$ cat config.mk
export PLATFORM = sky130hd
export DESIGN_NAME = imem_loader_flat
export DESIGN_NICKNAME = d
export VERILOG_FILES = /design/src/rtl/imem_loader_if.sv /design/src/rtl/imem_loader.sv /design/src/flat_wrapper.sv
export SDC_FILE = /design/constraint.sdc
export NUM_CORES = 1
export LEC_CHECK = 0
export BUFFER_PORTS_ARGS = -buffer_cell sky130_fd_sc_hd__clkbuf_2
export CAP_MARGIN = 10
export CORE_MARGIN = 2
export CORE_UTILIZATION = 35
export CTS_BUF_LIST = sky130_fd_sc_hd__clkbuf_4 sky130_fd_sc_hd__clkbuf_8 sky130_fd_sc_hd__clkbuf_16
export CTS_CLUSTER_DIAMETER = 40
export CTS_CLUSTER_SIZE = 28
export DETAILED_ROUTE_END_ITERATION = 8
export PLACE_DENSITY = 0.65
export SLEW_MARGIN = 30
export SYNTH_ARGS = -nofsm -noshare
export SYNTH_HDL_FRONTEND = slang
export SYNTH_SLANG_ARGS = --single-unit
$ cat constraint.sdc
create_clock -name clk -period 7.5 [get_ports clk]
set_input_delay 0.75 -clock clk [delete_from_list [all_inputs] [get_ports clk]]
set_output_delay 0.75 -clock clk [all_outputs]
set_load 0.03 [all_outputs]
$ cat src/rtl/imem_loader_if.sv
// Byte-stream input and instruction-memory write port of imem_loader.
// The loader uses the slave modport; the stream source / memory model uses master.
interface imem_loader_if;
    logic        in_valid;
    logic [7:0]  in_data;
    logic        in_ready;
    logic        imem_wr_en;
    logic [31:0] imem_wr_addr;
    logic [31:0] imem_wr_data;

    modport master (
        output in_valid,
        output in_data,
        input  in_ready,
        input  imem_wr_en,
        input  imem_wr_addr,
        input  imem_wr_data
    );

    modport slave (
        input  in_valid,
        input  in_data,
        output in_ready,
        output imem_wr_en,
        output imem_wr_addr,
        output imem_wr_data
    );
endinterface

$ cat src/rtl/imem_loader.sv
// Boot loader: big-endian byte stream -> 32-bit instruction-memory writes, core held in reset until loaded.
// Optional trailing XOR checksum byte enabled by defining IMEM_LOADER_CSUM_EN.
module imem_loader #(
    parameter int ADDR_W    = 8,
    parameter int MAX_WORDS = 256
) (
    input  logic         clk,
    input  logic         rst,
    input  logic         start,
    imem_loader_if.slave bus,
    output logic         core_rst_n,
    output logic         done,
    output logic         error
);
    typedef enum logic [2:0] {
        IDLE   = 3'd0,
        LEN_HI = 3'd1,
        LEN_LO = 3'd2,
        DATA   = 3'd3,
        CSUM   = 3'd4,
        FIN    = 3'd5,
        DONE   = 3'd6,
        ERR    = 3'd7
    } state_t;

    state_t          state_r;
    logic [15:0]     len_r;
    logic [23:0]     word_r;
    logic [ADDR_W:0] idx_r;
    logic [1:0]      cnt_r;
    logic            in_ready_r;
    logic            wr_en_r;
    logic [31:0]     wr_addr_r;
    logic [31:0]     wr_data_r;
    logic            core_rst_n_r;
    logic            done_r;
    logic            error_r;

    logic            accept_s;
    logic [15:0]     len_full_s;
    logic            len_bad_s;
    logic            last_word_s;
    logic [31:0]     word_next_s;

`ifdef IMEM_LOADER_CSUM_EN
    logic [7:0]      csum_r;

    function automatic logic [7:0] csum_step(input logic [7:0] acc, input logic [7:0] b);
        return acc ^ b;
    endfunction
`endif

    assign accept_s    = bus.in_valid & in_ready_r;
    assign len_full_s  = {len_r[15:8], bus.in_data};
    assign len_bad_s   = (len_full_s == 16'd0) || (len_full_s > 16'(MAX_WORDS));
    assign last_word_s = (16'(idx_r) == (len_r - 16'd1));
    assign word_next_s = {word_r, bus.in_data};

    assign bus.in_ready     = in_ready_r;
    assign bus.imem_wr_en   = wr_en_r;
    assign bus.imem_wr_addr = wr_addr_r;
    assign bus.imem_wr_data = wr_data_r;
    assign core_rst_n       = core_rst_n_r;
    assign done             = done_r;
    assign error            = error_r;

    // Loader FSM: every output is registered alongside the state it belongs to.
    always_ff @(posedge clk) begin
        if (rst) begin
            state_r      <= IDLE;
            len_r        <= 16'd0;
            word_r       <= 24'd0;
            idx_r        <= '0;
            cnt_r        <= 2'd0;
            in_ready_r   <= 1'b0;
            wr_en_r      <= 1'b0;
            wr_addr_r    <= 32'd0;
            wr_data_r    <= 32'd0;
            core_rst_n_r <= 1'b0;
            done_r       <= 1'b0;
            error_r      <= 1'b0;
`ifdef IMEM_LOADER_CSUM_EN
            csum_r       <= 8'd0;
`endif
        end else begin
            wr_en_r <= 1'b0;
            case (state_r)
                IDLE: begin
                    if (start) begin
                        state_r      <= LEN_HI;
                        in_ready_r   <= 1'b1;
                        core_rst_n_r <= 1'b0;
                    end
                end
                LEN_HI: begin
                    if (accept_s) begin
                        len_r[15:8] <= bus.in_data;
                        state_r     <= LEN_LO;
                    end
                end
                LEN_LO: begin
                    if (accept_s) begin
                        len_r[7:0] <= bus.in_data;
                        if (len_bad_s) begin
                            state_r    <= ERR;
                            in_ready_r <= 1'b0;
                            error_r    <= 1'b1;
                        end else begin
                            state_r <= DATA;
                            idx_r   <= '0;
                            cnt_r   <= 2'd0;
`ifdef IMEM_LOADER_CSUM_EN
                            csum_r  <= 8'd0;
`endif
                        end
                    end
                end
                DATA: begin
                    if (accept_s) begin
                        word_r <= word_next_s[23:0];
                        cnt_r  <= cnt_r + 2'd1;
`ifdef IMEM_LOADER_CSUM_EN
                        csum_r <= csum_step(csum_r, bus.in_data);
`endif
                        if (cnt_r == 2'd3) begin
                            wr_en_r   <= 1'b1;
                            wr_addr_r <= 32'({idx_r[ADDR_W-1:0], 2'b00});
                            wr_data_r <= word_next_s;
                            idx_r     <= idx_r + 1'b1;
                            if (last_word_s) begin
`ifdef IMEM_LOADER_CSUM_EN
                                state_r    <= CSUM;
                                in_ready_r <= 1'b1;
`else
                                state_r    <= FIN;
                                in_ready_r <= 1'b0;
`endif
                            end
                        end
                    end
                end
`ifdef IMEM_LOADER_CSUM_EN
                CSUM: begin
                    if (accept_s) begin
                        in_ready_r <= 1'b0;
                        if (bus.in_data == csum_r) begin
                            state_r      <= DONE;
                            done_r       <= 1'b1;
                            core_rst_n_r <= 1'b1;
                        end else begin
                            state_r <= ERR;
                            error_r <= 1'b1;
                        end
                    end
                end
`endif
                FIN: begin
                    state_r      <= DONE;
                    done_r       <= 1'b1;
                    core_rst_n_r <= 1'b1;
                end
                DONE: begin
                    if (start) begin
                        state_r      <= LEN_HI;
                        in_ready_r   <= 1'b1;
                        done_r       <= 1'b0;
                        core_rst_n_r <= 1'b0;
                    end
                end
                ERR: begin
                    if (start) begin
                        state_r    <= LEN_HI;
                        in_ready_r <= 1'b1;
                        error_r    <= 1'b0;
                    end
                end
                default: begin
                    state_r      <= IDLE;
                    in_ready_r   <= 1'b0;
                    core_rst_n_r <= 1'b0;
                    done_r       <= 1'b0;
                    error_r      <= 1'b0;
                end
            endcase
        end
    end
endmodule

$ cat src/flat_wrapper.sv
// flat-port wrapper written by rule: the top's interface ports become plain ports
module imem_loader_flat 
#(
    parameter int ADDR_W    = 8,
    parameter int MAX_WORDS = 256
)
  (clk, rst, start, core_rst_n, done, error, bus_in_valid, bus_in_data, bus_in_ready, bus_imem_wr_en, bus_imem_wr_addr, bus_imem_wr_data);
  imem_loader_if bus_i ();
  input  logic clk;
  input  logic rst;
  input  logic start;
  output logic core_rst_n;
  output logic done;
  output logic error;
  input wire logic [$bits(bus_i.in_valid)-1:0] bus_in_valid;
  input wire logic [$bits(bus_i.in_data)-1:0] bus_in_data;
  output wire logic [$bits(bus_i.in_ready)-1:0] bus_in_ready;
  output wire logic [$bits(bus_i.imem_wr_en)-1:0] bus_imem_wr_en;
  output wire logic [$bits(bus_i.imem_wr_addr)-1:0] bus_imem_wr_addr;
  output wire logic [$bits(bus_i.imem_wr_data)-1:0] bus_imem_wr_data;
  assign bus_i.in_valid = bus_in_valid;
  assign bus_i.in_data = bus_in_data;
  assign bus_in_ready = bus_i.in_ready;
  assign bus_imem_wr_en = bus_i.imem_wr_en;
  assign bus_imem_wr_addr = bus_i.imem_wr_addr;
  assign bus_imem_wr_data = bus_i.imem_wr_data;
  imem_loader #(.ADDR_W(ADDR_W), .MAX_WORDS(MAX_WORDS)) u_core (.clk(clk), .rst(rst), .start(start), .bus(bus_i), .core_rst_n(core_rst_n), .done(done), .error(error));
endmodule
==> impl_metrics.ini, run 1 <==
[run_status]
status = finished, final reports clean

[finish]
antenna_cells = 0
final_common_cell = nand2_1
area_growth_syn_to_layout_pct = 13.5
drive_above_1_share_pct = 14.0
fillCellCount = 1304
nets = 615
final_cell_mix = 155 x nand2_1, 99 x dfxtp_1, 90 x a21oi_1

[power]
power_frac_comb_pct = 4.8
p_seq_share_pct = 50.3
vdd_drop_max_mv = 0.126
p_per_area_nw_per_um2 = 211
intPower_uw = 802
power.switching_uw = 254
sw_frac_of_total_pct = 24.0
p_total_mw = 1.06
clkPwrFrac_pct = 44.9
p_leak_nw = 1.82

[synth]
ys_seq_elements = 99
syn_avg_cell_area_um2 = 7.81
ys.flop_type = dfxtp_1
yosysWarnings = 0
ys_seq_area_share_pct = 44.9
syn-cell-area_um2 = 4410
synth_edf_count = 0
synthArstFlopShare_pct = 0
syn-instance-count = 565
synth.distinct_cells = 54

[floorplan]
start_util_pct = 35.4
core.rowCount = 41
die_h_um = 116
ios = 81
fp.dieArea_um2 = 13500
fp.dieW_um = 116
core_um2 = 12500

[grt]
antenna_found_initial = 0
grt_pass1_wl_um = 16800
grt_max_degree = 96
overflow = 0
gr-usage-all-layers_pct = 15.6
grt_pass1_vias = 3453

[cts]
clkLatencyLatePin_ns = 0.35
cts.reportedPaths.clkPinSlew_ns = 0.08
postCtsHoldBufs = 0
cts-root-buf = clkbuf_16
htree_levels = 3
cts_resized = 0
numCtsBuffers = 9
clockBufferDepth = 2
post_cts_buffers = 0
cts_tree = built
cts_sinks = 99

[routing]
drc = 0
wirelength_um = 10400
dr.first_iter.drc_count = 216
route.met2.wl_um = 4980
met1_length_um = 4720
first_pass_iters = 4
met3WireLength_um = 528
via_count = 3834
routed.top_layer = met4
via_per_inst = 4.93
wl_per_cell_um = 13.4
antenna_left = 0

[worst_setup_path]
critPathMaxFanout = 7
cpPeakStageDelay_ns = 0.52
worst_ep_arrival_time_ns = 2.91
path_delay_family = simple AND/OR/NAND/NOR gates
cp_slowest_cell = or4b_4
criticalPathCategory = flip-flop to flip-flop
cp-end-kind = flip-flop
path_buf_inv = 1
critPathRequiredTime_ns = 7.72
cp-start-kind = flip-flop
cp_cell_sequence = inv_1 -> ha_1 -> or4b_4 -> or4_1 -> o211ai_1 -> o22ai_1 -> o41ai_2 -> a31oi_1

[place]
dp_hpwl_um = 7260
io_buffers = 56
gp_congestion = 0.880

[timing]
worst_pin_slew_ns = 0.951
final_max_slew_viol_count = 0
fmax_mhz = 371
finalCriticalPeriod_ns = 2.69
period_share_pct = 35.9
max_slew_margin_pct = 36.6
setup_tns_ns = 0
skew_ns = 0.0124
setup_viol = 0
rsz0062_at_grt = false
hold_viol = 0

[min_path]
hold_class = flip-flop to flip-flop

[job]
cap_violations = 0
synth_stat cells (4+ instances only):
master,n,area (um^2)
or4_1,4,30.0
o21ai_0,8,40.0
nand2_1,155,582
buf_4,24,180
nand2b_1,6,37.5
inv_1,7,26.3
o2111ai_1,7,61.3
xnor2_1,7,61.3
dfxtp_1,99,1980
nor3_1,7,35.0
clkbuf_1,26,97.6
nor2_1,38,143
buf_1,5,18.8
nor4_1,5,31.3
a21oi_1,90,450
xor2_1,8,70.1
mux2i_1,8,80.1
power groups by stage:
stage                     clock [mW]  combinational, mW  sequential (mW)
after floorplan                    0             0.0494            0.542
after global placement             0             0.0503            0.543
after detailed placement           0             0.0508            0.543
after CTS                      0.486             0.0509            0.531
after global routing           0.502             0.0560            0.531
final                          0.474             0.0508            0.531
registers in the layout, summed over array words and instances (netlist names):
register	cells
u_core.bus.imem_wr_addr	8
u_core.bus.imem_wr_data	32
u_core.state_r	3
u_core.word_r	24
u_core.len_r	16
u_core.bus.imem_wr_en	1
u_core.idx_r	9
u_core.error	1
u_core.done	1
u_core.core_rst_n	1
u_core.cnt_r	2
u_core.bus.in_ready	1
worst paths after layout:
check,start,end,slack [ns],cells past startpoint
setup / recovery,u_core.len_r[0]$_SDFFE_PP0P_,u_core.bus.in_ready$_SDFFE_PP0P_,4.81,8
hold / removal,u_core.bus.imem_wr_addr[3]$_SDFFE_PP0P_,u_core.bus.imem_wr_addr[3]$_SDFFE_PP0P_,0.45,2
setup reg to reg,u_core.len_r[0]$_SDFFE_PP0P_,u_core.bus.in_ready$_SDFFE_PP0P_,4.81,8
hold reg to reg,u_core.bus.imem_wr_addr[3]$_SDFFE_PP0P_,u_core.bus.imem_wr_addr[3]$_SDFFE_PP0P_,0.45,2
area by class of cell:
class                   instances  area [um^2]  area share, %
multi-input cells             423         2170           43.3
flip-flops and latches         99         1980           39.6
clock buffers                   9          225           4.49
clock inverters                 7         82.6           1.65
well taps                     172          215           4.29
inverters                       7         26.3          0.524
repair buffers                 60          310           6.19
routing by layer:
metal  up-vias  track usage (%)
li1       1922                -
met1      1809             20.7
met2        92             25.1
met3        11             3.53
met4         0             5.63
met5         -                0
cell families (layout without fill, tap and decap cells):
logic type	Yosys count	after routing	share of synthesized area (%)
and+or+nand+nor	244	244	24.5
AOI/OAI and AO/OA	128	128	16.7
DFF	99	99	44.9
buffers and inverters	66	83	7.91
xor gates and xnor gates	15	15	2.98
muxes	9	9	2.07
adders and majority gates	3	3	0.850
other	1	24	0.0850
tightest hold or removal path, stage by stage, from the launching register on:
cell and delay (ns):
dfxtp_1 0.31, nand2_1 0.05, a21oi_1 0.05
per-stage QoR:
stage                     setup slack (ns)  hold WS (ns)  area [um^2]  util (%)  std cells
after floorplan                       5.11         0.432         4500         -        588
after global placement                4.87         0.444         4700      37.7        761
after detailed placement              4.83         0.449         4700      37.7        761
after CTS                             4.81         0.458         5010      40.2        777
after global routing                  4.65         0.472         5010      40.2        777
final                                 4.81         0.454         5010      40.2        777
(Power assumes the default switching activity.)
==> run 2: changes to the inputs <==
--- a/config.mk
+++ b/config.mk
@@ -5,6 +5,7 @@
 export SDC_FILE = /design/constraint.sdc
 export NUM_CORES = 1
 export LEC_CHECK = 0
+export ABC_AREA = 1
 export BUFFER_PORTS_ARGS = -buffer_cell sky130_fd_sc_hd__clkbuf_2
 export CAP_MARGIN = 10
 export CORE_MARGIN = 2
==> constraint.sdc (replaced) <==
create_clock -name clk -period 2.6 [get_ports clk]
set_input_delay 0.26 -clock clk [delete_from_list [all_inputs] [get_ports clk]]
set_output_delay 0.26 -clock clk [all_outputs]
set_load 0.03 [all_outputs]
==> impl_metrics.ini, run 2 <==
[run_status]
status = finished, final reports clean

[worst_setup_path]
cp-start-kind = flip-flop
rrSetupSlack_ns = 0.59
critPathRequiredTime_ns = 2.87
cp-end-kind = flip-flop
critPathMaxFanout = 39
criticalPathCategory = flip-flop to flip-flop
worst_ep_arrival_time_ns = 2.28

[cts]
numCtsBuffers = 9
clockBufferDepth = 2
cts.reportedPaths.clkPinSlew_ns = 0.07
clkLatencyLatePin_ns = 0.34
cts_tree = built
htree_levels = 3
postCtsHoldBufs = 0
post_cts_buffers = 0
cts_resized = 0
cts_sinks = 99
cts-root-buf = clkbuf_16

[timing]
fmax_mhz = 499
max_slew_margin_pct = 61.2
rsz0062_at_grt = false
period_share_pct = 77.1
setup_tns_ns = 0
hold_viol = 0
setup_viol = 0
worst_pin_slew_ns = 0.581
final_max_slew_viol_count = 0
skew_ns = 0.0102
finalCriticalPeriod_ns = 2.01

[power]
p_leak_nw = 2.30
p_total_mw = 3.97
p_per_area_nw_per_um2 = 763
vdd_drop_max_mv = 0.398

[routing]
drc = 0
dr.first_iter.drc_count = 248
first_pass_iters = 5
wirelength_um = 10600
wl_per_cell_um = 12.6
via_count = 4012
via_per_inst = 4.77
antenna_left = 0

[finish]
area_growth_syn_to_layout_pct = 14.8
drive_above_1_share_pct = 14.6
final_common_cell = dfxtp_1
largest_reg_flops = 32
nets = 679
final_cell_mix = 99 x dfxtp_1, 92 x nor2_1, 90 x nand2_1
antenna_cells = 0

[synth]
synth.distinct_cells = 39
ys_seq_elements = 99
synth_edf_count = 0
synthArstFlopShare_pct = 0
syn_avg_cell_area_um2 = 7.34
ys.flop_type = dfxtp_1
syn-instance-count = 617
synth_top_cell_by_area = dfxtp_1
syn-cell-area_um2 = 4530
yosysWarnings = 0
synth_top_area_share_pct = 43.7
synth_area_leaders = dfxtp_1 44%, o21ai_0 8.6%, nor2_1 7.6%
synthTopCellsByCount = 99 x dfxtp_1, 92 x nor2_1, 90 x nand2_1
ys_seq_area_share_pct = 43.7
synth_most_common_cell = dfxtp_1

[place]
dp_hpwl_um = 7520
io_buffers = 56
gp_congestion = 0.891

[grt]
grtUsageMet3_pct = 2.62
overflow = 0
grtUsageMet1_pct = 21.3
top_usage_layer = met2
gr-usage-all-layers_pct = 15.4
grt_pass1_vias = 3577
met2_usage_pct = 24.4
antenna_found_initial = 0
grt_max_degree = 48
grt_pass1_wl_um = 17600

[job]
cap_violations = 0

[floorplan]
fp.dieArea_um2 = 13900
start_util_pct = 35.9
die_h_um = 118
fp.dieW_um = 118
ios = 81
core.rowCount = 41
core_um2 = 12600

[min_path]
hold_class = primary input to flip-flop
[run 2: layout make-up]
class	instances	area, um^2
Fill cell	1322	7420
Multi-Input combinational cell	434	2110
Sequential cell	99	1980
Timing Repair Buffer	61	330
Clock buffer	10	239
Inverter	59	221
Tap cell	172	215
Clock inverter	6	105
[run 2: report_power, final]
group          internal (mW)  switching, mW  total [mW]
Combinational          0.249          0.600       0.849
Sequential              1.57         0.0539        1.63
Clock                  0.890          0.608        1.50
Total                   2.71           1.26        3.97
[run 2: critical path, cell delays in order (launching register included)]
cell     delay (ns)
dfxtp_1        0.39
inv_2          0.10
nor3_4         0.20
inv_2          0.17
nor2_8         0.15
nand2_8        0.14
inv_2          0.48
o21ai_0        0.16
a21oi_1        0.14
[run 2: cells by family (layout without fill, tap and decap cells)]
| family | after synthesis | count (layout) | share of synthesized area [%] |
|---|---|---|---|
| AND/OR/NAND/NOR | 248 | 248 | 24.6 |
| flip-flops | 99 | 99 | 43.7 |
| other | 1 | 24 | 0.0828 |
| XOR/XNOR | 8 | 8 | 1.55 |
| AO/OA/AOI/OAI | 151 | 151 | 17.6 |
| adder cells (fa/ha/maj) | 3 | 3 | 0.829 |
| buffers and inverters | 107 | 136 | 11.6 |
[run 2: metrics by stage]
step	std cells	instance area, um^2	utilization [%]	worst slack (ns)	hold WS, ns
after floorplan	640	4620	-	0.946	0.363
final	841	5200	41.2	0.594	0.199
after detailed placement	825	4860	38.5	0.586	0.459
after global placement	825	4860	38.5	0.610	0.450
after CTS	841	5200	41.2	0.563	0.190
after global routing	841	5200	41.2	0.340	0.203
[run 2: final timing paths]
path | from | to | cells past startpoint
max | u_core.state_r[0]$_SDFFE_PP0P_ | u_core.bus.imem_wr_addr[2]$_SDFFE_PP0P_ | 8
min | bus_in_data[5] | u_core.bus.imem_wr_data[5]$_SDFFE_PP0P_ | 3
max reg2reg | u_core.state_r[0]$_SDFFE_PP0P_ | u_core.bus.imem_wr_addr[2]$_SDFFE_PP0P_ | 8
min reg2reg | u_core.done$_SDFFE_PP0P_ | u_core.done$_SDFFE_PP0P_ | 2
[run 2: metal layers]
| metal | vias to the layer above | part of all wire (%) |
|---|---|---|
| met3 | 10 | 4.9 |
| met2 | 99 | 46 |
| li1 | 2067 | - |
| met4 | 0 | 1.5 |
| met1 | 1836 | 48 |
| met5 | - | 0 |
==> run 3: changes to the inputs <==
--- a/config.mk
+++ b/config.mk
@@ -5,7 +5,7 @@
 export SDC_FILE = /design/constraint.sdc
 export NUM_CORES = 1
 export LEC_CHECK = 0
-export ABC_AREA = 1
+export ABC_AREA = 0
 export BUFFER_PORTS_ARGS = -buffer_cell sky130_fd_sc_hd__clkbuf_2
 export CAP_MARGIN = 10
 export CORE_MARGIN = 2
@@ -14,7 +14,7 @@
 export CTS_CLUSTER_DIAMETER = 40
 export CTS_CLUSTER_SIZE = 28
 export DETAILED_ROUTE_END_ITERATION = 8
-export PLACE_DENSITY = 0.65
+export PLACE_DENSITY = 0.67
 export SLEW_MARGIN = 30
 export SYNTH_ARGS = -nofsm -noshare
 export SYNTH_HDL_FRONTEND = slang
==> constraint.sdc (replaced) <==
create_clock -name clk -period 1.8 [get_ports clk]
set_input_delay 0.18 -clock clk [delete_from_list [all_inputs] [get_ports clk]]
set_output_delay 0.18 -clock clk [all_outputs]
set_load 0.03 [all_outputs]
==> impl_metrics.ini, run 3 (synthesized netlist as in run 1, its figures left out) <==
[run_status]
status = finished, violations left
violations = setup timing

[power]
p_leak_nw = 2.15
vdd_drop_max_mv = 0.473
p_per_area_nw_per_um2 = 806
p_total_mw = 4.53

[timing]
final_max_slew_viol_count = 0
setup_viol = 15
hold_viol = 0
fmax_mhz = 432
setup_tns_ns = -4.98
period_share_pct = 129
finalCriticalPeriod_ns = 2.31
fin_ws_ns = -0.513
max_slew_margin_pct = 63.1
skew_ns = 0.0113
worst_pin_slew_ns = 0.548
rsz0062_at_grt = true

[routing]
via_per_inst = 4.84
wirelength_um = 11200
drc = 0
first_pass_iters = 5
antenna_left = 0
wl_per_cell_um = 13.4
dr.first_iter.drc_count = 320
via_count = 4021

[finish]
antenna_cells = 0
regArea_um2 = 1990
final_common_cell = nand2_1
largest_reg_flops = 32
multiInputGateArea_um2 = 2310
final_cell_mix = 155 x nand2_1, 96 x dfxtp_1, 88 x a21oi_1
drive_above_1_share_pct = 25.1
fillCellCount = 1223
area_growth_syn_to_layout_pct = 27.4
nets = 668
final_area_um2 = 5620

[grt]
grtUsageMet3_pct = 3.27
overflow = 0
grt_pass1_wl_um = 18000
grt_pass1_vias = 3674
grt_max_degree = 70
top_usage_layer = met2
met2_usage_pct = 26.3
grtUsageMet1_pct = 22.7
gr-usage-all-layers_pct = 16.8
antenna_found_initial = 0

[worst_setup_path]
critPathMaxFanout = 5
criticalPathCategory = flip-flop to flip-flop
critPathRequiredTime_ns = 2.02
cp-end-kind = flip-flop
cp-start-kind = flip-flop
worst_ep_arrival_time_ns = 2.54

[place]
place_area_um2 = 5160
dp_hpwl_um = 8010
io_buffers = 56
gp_congestion = 0.880

[floorplan]
start_util_pct = 35.4
core_um2 = 12500
die_h_um = 116
fp.dieArea_um2 = 13500
fp.dieW_um = 116
ios = 81
core.rowCount = 41

[cts]
numCtsBuffers = 9
htree_levels = 3
cts_sinks = 99
cts-root-buf = clkbuf_16
cts.reportedPaths.clkPinSlew_ns = 0.08
clockBufferDepth = 2
clkLatencyLatePin_ns = 0.35
cts_tree = built

[min_path]
hold_class = primary input to flip-flop

[job]
cap_violations = 0
[run 3: cell types whose count changed in the layout (fill, tap and decap cells not counted), sizes merged, moves of 6 or more]
cell,change
o21ai,-74
nand2,+64
nor2,-59
buf,+52
inv,-49
nand3,-37
a21oi,+29
mux2i,+8
nand4,-8
o2111ai,+7
nand2b,+6
nor3,+6
[run 3: stage by stage]
| step | hold slack [ns] | std cells | setup slack (ns) | util (%) |
|---|---|---|---|---|
| floorplan | 0.308 | 588 | -0.433 | - |
| global placement | 0.446 | 811 | -0.459 | 41.4 |
| detailed placement | 0.448 | 811 | -0.521 | 41.4 |
| CTS | 0.211 | 830 | -0.522 | 44.6 |
| global route | 0.224 | 830 | -0.616 | 45.1 |
| finish | 0.216 | 830 | -0.513 | 45.1 |
[run 3: critical path, stage by stage (launching register included)]
cell and delay, ns:
dfxtp_2 0.33, inv_2 0.06, ha_4 0.13, or4b_4 0.48, or4_1 0.41, o211ai_1 0.21
o22ai_2 0.11, o41ai_2 0.33, a31oi_1 0.12
[run 3: where the power goes]
| part | internal [mW] | total [mW] | switching (mW) |
|---|---|---|---|
| logic | 0.0856 | 0.275 | 0.189 |
| registers | 2.20 | 2.20 | 0.00889 |
| clock network | 1.12 | 2.05 | 0.940 |
[run 3: path summary, 6_finish.rpt]
check	start	to	slack, ns	cells after the start
worst min-delay path	rst	u_core.done$_SDFFE_PP0P_	0.22	2
worst max register to register	u_core.len_r[1]$_SDFFE_PP0P_	u_core.bus.in_ready$_SDFFE_PP0P_	-0.51	8
worst max-delay path	u_core.len_r[1]$_SDFFE_PP0P_	u_core.bus.in_ready$_SDFFE_PP0P_	-0.51	8
worst min register to register	u_core.word_r[22]$_SDFFE_PP0P_	u_core.bus.imem_wr_data[30]$_SDFFE_PP0P_	0.45	2
[run 3: what timing repair did]
| action | 4_1_cts | 5_1_grt |
|---|---|---|
| setup endpoints to repair | 15 | 26 |
| hold endpoints to repair | 0 | 0 |
| buffers inserted | 2 | 0 |
| gates cloned | 1 | 0 |
| hold buffers | 0 | 0 |
| resized for setup | 18 | 12 |
| pin swaps | 7 | 10 |
[run 3: layer usage]
layer	vias to the layer above	wire length [um]	part of all wire [%]
li1	2040	-	-
met2	92	5180	46
met1	1875	5360	48
met3	14	430	3.9
met4	0	190	1.7
met5	-	0	0
[run 3: final cells by class]
type,count,area share (%)
Sequential cell,99,35.3
Multi-Input combinational cell,423,41.2
Clock buffer,9,4.00
Inverter,7,0.467
Timing Repair Buffer,113,13.6
Clock inverter,7,1.62
Tap cell,172,3.83
